[config.mk]
export PLATFORM = sky130hd
export DESIGN_NAME = palette_arbiter
export DESIGN_NICKNAME = d
export VERILOG_FILES = /design/src/rtl/palette_arbiter.sv
export SDC_FILE = /design/constraint.sdc
export NUM_CORES = 1
export LEC_CHECK = 0
export CAP_MARGIN = 25
export CORE_MARGIN = 2
export CORE_UTILIZATION = 60
export DETAILED_ROUTE_END_ITERATION = 16
export PLACE_DENSITY = 0.8
export SLEW_MARGIN = 10
export SYNTH_ARGS = -nofsm -noshare
export SYNTH_HDL_FRONTEND = slang
export SYNTH_SLANG_ARGS = --single-unit
[constraint.sdc]
create_clock -name clk -period 6.05 [get_ports clk]
set_clock_uncertainty 0.1 [all_clocks]
set_input_delay 1.21 -clock clk [delete_from_list [all_inputs] [get_ports clk]]
set_output_delay 1.21 -clock clk [all_outputs]
set_load 0.01 [all_outputs]
[src/rtl/palette_arbiter.sv]
// Shared 16x12 sprite palette with round-robin lookup arbitration, write preemption and a registered response.
// Define PALETTE_ARB_FIXED_PRI_EN to give requester 0 absolute priority over the round-robin group.
module palette_arbiter #(
    parameter int          N_REQ   = 4,
    parameter logic [11:0] KEY_RGB = 12'hA01
) (
    input  logic               clk,
    input  logic               rst_n,
    input  logic [N_REQ-1:0]   req_valid,
    input  logic [4*N_REQ-1:0] req_index,
    output logic [N_REQ-1:0]   req_ready,
    output logic               rsp_valid,
    input  logic               rsp_ready,
    output logic [1:0]         rsp_id,
    output logic [11:0]        rsp_rgb,
    output logic               rsp_transparent,
    input  logic               cfg_we,
    input  logic [3:0]         cfg_addr,
    input  logic [11:0]        cfg_data
);

    logic [11:0] palette [16];
    logic [1:0]  rr_ptr;
    logic        stall;
    logic        grant_found;
    logic [1:0]  grant_id;
    logic [1:0]  next_ptr;
    logic [3:0]  grant_index;
    logic [11:0] lookup_rgb;
    int          scan_idx;

    function automatic logic [11:0] default_rgb(input logic [3:0] addr);
        case (addr)
            4'd2:       return 12'hFFF;
            4'd3:       return 12'h000;
            4'd4:       return 12'hF76;
            4'd5, 4'd6: return 12'h050;
            4'd7:       return 12'hAEA;
            default:    return 12'hA01;
        endcase
    endfunction

    // A palette write or an unconsumed response freezes the grant path.
    assign stall = cfg_we | (rsp_valid & ~rsp_ready);

    always_comb begin
        req_ready   = '0;
        grant_found = 1'b0;
        grant_id    = '0;
        grant_index = '0;
        scan_idx    = 0;
        if (!stall) begin
`ifdef PALETTE_ARB_FIXED_PRI_EN
            if (req_valid[0]) begin
                grant_found = 1'b1;
                grant_index = req_index[3:0];
            end else begin
                // Pointer value 0 is never a group member, so it starts the scan at requester 1.
                for (int k = 0; k < N_REQ - 1; k++) begin
                    scan_idx = ((rr_ptr == 2'd0) ? 1 : int'(rr_ptr)) + k;
                    if (scan_idx >= N_REQ) scan_idx = scan_idx - (N_REQ - 1);
                    if (!grant_found && req_valid[scan_idx]) begin
                        grant_found = 1'b1;
                        grant_id    = 2'(scan_idx);
                        grant_index = req_index[4*scan_idx +: 4];
                    end
                end
            end
`else
            for (int k = 0; k < N_REQ; k++) begin
                scan_idx = int'(rr_ptr) + k;
                if (scan_idx >= N_REQ) scan_idx = scan_idx - N_REQ;
                if (!grant_found && req_valid[scan_idx]) begin
                    grant_found = 1'b1;
                    grant_id    = 2'(scan_idx);
                    grant_index = req_index[4*scan_idx +: 4];
                end
            end
`endif
            if (grant_found) req_ready[grant_id] = 1'b1;
        end
    end

    assign lookup_rgb = palette[grant_index];
    assign next_ptr   = (grant_id == 2'(N_REQ - 1)) ? 2'd0 : grant_id + 2'd1;

    always_ff @(posedge clk or negedge rst_n) begin
        if (!rst_n) begin
            rsp_valid       <= 1'b0;
            rsp_id          <= '0;
            rsp_rgb         <= '0;
            rsp_transparent <= 1'b0;
            rr_ptr          <= '0;
        end else if (grant_found) begin
            rsp_valid       <= 1'b1;
            rsp_id          <= grant_id;
            rsp_rgb         <= lookup_rgb;
            rsp_transparent <= (lookup_rgb == KEY_RGB);
`ifdef PALETTE_ARB_FIXED_PRI_EN
            if (grant_id != 2'd0) rr_ptr <= next_ptr;
`else
            rr_ptr          <= next_ptr;
`endif
        end else if (rsp_ready) begin
            rsp_valid <= 1'b0;
        end
    end

    // Grants never coincide with writes, so a lookup can't observe a half-updated entry.
    always_ff @(posedge clk or negedge rst_n) begin
        if (!rst_n) begin
            for (int i = 0; i < 16; i++) palette[i] <= default_rgb(4'(i));
        end else if (cfg_we) begin
            palette[cfg_addr] <= cfg_data;
        end
    end

endmodule

==> impl_metrics.ini <==
[cells_and_area]
seq_area_um2 = 5330
fin_area_um2 = 12200
final_core_util_pct = 70.5
area_growth_pct = 14.6
drive_gt1_share_pct = 37.3
fill_cells = 1242
fin_nets = 997
antenna_cells = 0
multi_input_area_um2 = 5050

[placement]
dp_hpwl_mm = 16.6
port_buffers = 59
gp_congestion = 0.847
placed_area_um2 = 11500

[cts]
ctsResizeCount = 0
postCtsSetupRepairBufs = 0
cts_tree = built
cts.path.max_buffers = 3
clock_latency_ns = 0.52
clkSinkCount = 210
cts-root-buf = clkbuf_16
path_clk_slew_ns = 0.06
htreeDepth = 1
cts_hold_buf = 0
numCtsBuffers = 23

[sta]
hold_viol = 0
slew_headroom_pct = 26.0
worst_pin_slew_ns = 1.11
rsz0062_at_grt = false
setup_violations = 0
drv_slew = 0
fin_crit_sh_pct = 88.5
tns_ns = 0
fmax_mhz = 187
min_period_ns = 5.35

[synth]
synth_area_leaders = dfrtp_1 (35%), mux2_2 (21%), dfstp_2 (15%)
syn_avg_cell_area_um2 = 11.7
yosysTopAreaCellShare_pct = 34.7
syn_area_um2 = 10700
synth_edf_count = 0
ys_warn_count = 0
synth_ff_type = dfrtp_1
yosys-top-cells-count = mux2_2 (200), dfrtp_1 (148), nand2_1 (147)
synth-seq-cells = 210
synthMostInstantiatedCell = mux2_2
synth_fp_nets = 960
ys_seq_area_share_pct = 50.0
synth-async-reset-ratio_pct = 100
synth.distinct_cells = 66
synth_top_cell_by_area = dfrtp_1
syn_inst = 915

[routing]
drc_errors = 0
route.met3.wl_mm = 2.31
drt_first_pass_iters = 5
post_drt_wl_per_cell_um = 22.7
num_vias = 7717
wl_met1_mm = 11.3
final_antenna_net_count = 0
drt_iter0_markers = 657
avgViaCountPerCell = 6.46
top_layer = met4
wl_mm = 27.1
dr_wl_met2_mm = 12.7

[floorplan]
rows = 48
core_area_um2 = 17400
start_util_pct = 61.5
chipHeight_um = 137
die-width_um = 137
dieArea_um2 = 18900
ioPinCount = 60

[setup_path]
cp_num_buf_inv = 2
path_cells = clkdlybuf4s50_1 > mux4_2 > nand2_1 > a221oi_1 > nor3_1 > o21ai_0 > nor3b_1 > clkdlybuf4s50_1
required_ns = 4.74
crit_path_frequent_cell = clkdlybuf4s50_1
critPathSlowestCell = clkdlybuf4s50_1
worstSetupPathType = in -> out
crit_arrival_ns = 4.04
start_kind = primary input
cp_top_family = buffers and inverters
cp-end-kind = output pin
cp_max_fo = 10
slowest_delay_ns = 0.63

[global_route]
grt_pass1_vias = 7565
grt_max_degree = 111
antenna_found_initial = 0
grt_pass1_wl_mm = 42.5
grt_overflow = 0
gr-usage-all-layers_pct = 29.9

[power_and_ir_drop]
power.density_nw_per_um2 = 455
peakVddDrop_uv = 306
p_leak_nw = 5.10

[run_status]
status = completed

[job]
drv_cap = 0

[hold_path]
hold_path_class = reg -> reg
[worst reg2reg max path: stages (launching register included)]
cell      delay [ns]
dfrtp_1         0.36
inv_1           0.14
ha_1            0.51
mux4_2          0.55
and3_1          0.20
a311oi_2        0.47
a21o_2          0.36
buf_4           0.39
buf_4           0.34
mux4_2          0.53
a22oi_1         0.33
nand4_1         0.21
o31ai_1         0.23
[logic make-up after synthesis]
group / synth area share, %
AO/OA/AOI/OAI: 7.82
adder cells (fa/ha/maj): 0.586
flip-flops: 50.0
XOR/XNOR: 0.0821
multiplexers: 27.3
AND/OR/NAND/NOR: 10.8
buffers and inverters: 3.48
[power by group]
| group | total, mW | switching [mW] | internal, mW |
|---|---|---|---|
| combinational | 2.14 | 1.17 | 0.970 |
| clock | 1.42 | 0.564 | 0.853 |
| sequential | 2.01 | 0.191 | 1.82 |
| total | 5.57 | 1.93 | 3.65 |
[flip-flops by register name (all words and copies together), names as in the netlist]
register	flops
rsp_id	2
palette	192
rsp_valid	1
rr_ptr	2
rsp_transparent	1
rsp_rgb	12
[placed cells by master, fill, tap and decap left out, types with 4 or more instances in the layout]
master           instances
nor2_2                   6
and3_1                   4
nor2b_1                  4
a22oi_1                 14
clkbuf_8                 6
o221ai_1                 5
mux2i_1                 21
dfstp_2                 62
o21ai_0                 13
buf_4                   20
nand2b_1                 7
ha_1                     5
inv_1                    9
clkbuf_16               23
clkinv_2                 5
nand2_1                147
a32oi_1                  4
o211ai_1                11
a31oi_1                  4
o22ai_1                  4
mux4_2                  20
clkdlybuf4s50_1         58
nand4_1                  4
a21o_1                   4
clkbuf_1                 5
nand3_1                 47
a21oi_1                 34
mux2_2                 200
dfrtp_1                148
nor2_1                  13
[area by class of cell]
cell class	count	share of cell area, %
Timing Repair Buffer	80	6.18
Inverter	11	0.337
Sequential cell	210	43.6
Multi-Input combinational cell	626	41.3
Tap cell	225	2.30
Clock buffer	33	5.42
Clock inverter	9	0.920
[path summary, 6_finish.rpt]
| kind | startpoint | to | slack (ns) | depth (start not counted) |
|---|---|---|---|---|
| max | req_valid[3] | req_ready[0] | 0.70 | 8 |
| min | rsp_rgb[11] | rsp_rgb[11] | 0.38 | 2 |
| max reg2reg | rr_ptr[1] | rsp_transparent | 1.26 | 12 |
| min reg2reg | rsp_rgb[11] | rsp_rgb[11] | 0.38 | 2 |
| max in group asynchronous | rst_n | rsp_transparent | 3.97 | 2 |
| min in group asynchronous | rst_n | palette[52] | 0.70 | 1 |
[layer usage]
| metal | vias up | GRT usage [%] |
|---|---|---|
| met5 | - | 0 |
| met3 | 54 | 5.63 |
| met1 | 3912 | 42.0 |
| li1 | 3398 | - |
| met4 | 0 | 9.68 |
| met2 | 353 | 47.6 |
[through the flow]
stage | worst slack, ns | std cells | power, mW | hold slack (ns)
finish | 0.697 | 1194 | 5.57 | 0.376
CTS | 0.734 | 1193 | 5.57 | 0.378
floorplan | 1.18 | 915 | 3.50 | 0.374
global placement | 0.616 | 1151 | 4.06 | 0.358
global route | 0.461 | 1194 | 5.87 | 0.404
detailed placement | 0.473 | 1151 | 4.13 | 0.363
No activity file was read; power rests on OpenSTA's default activity.
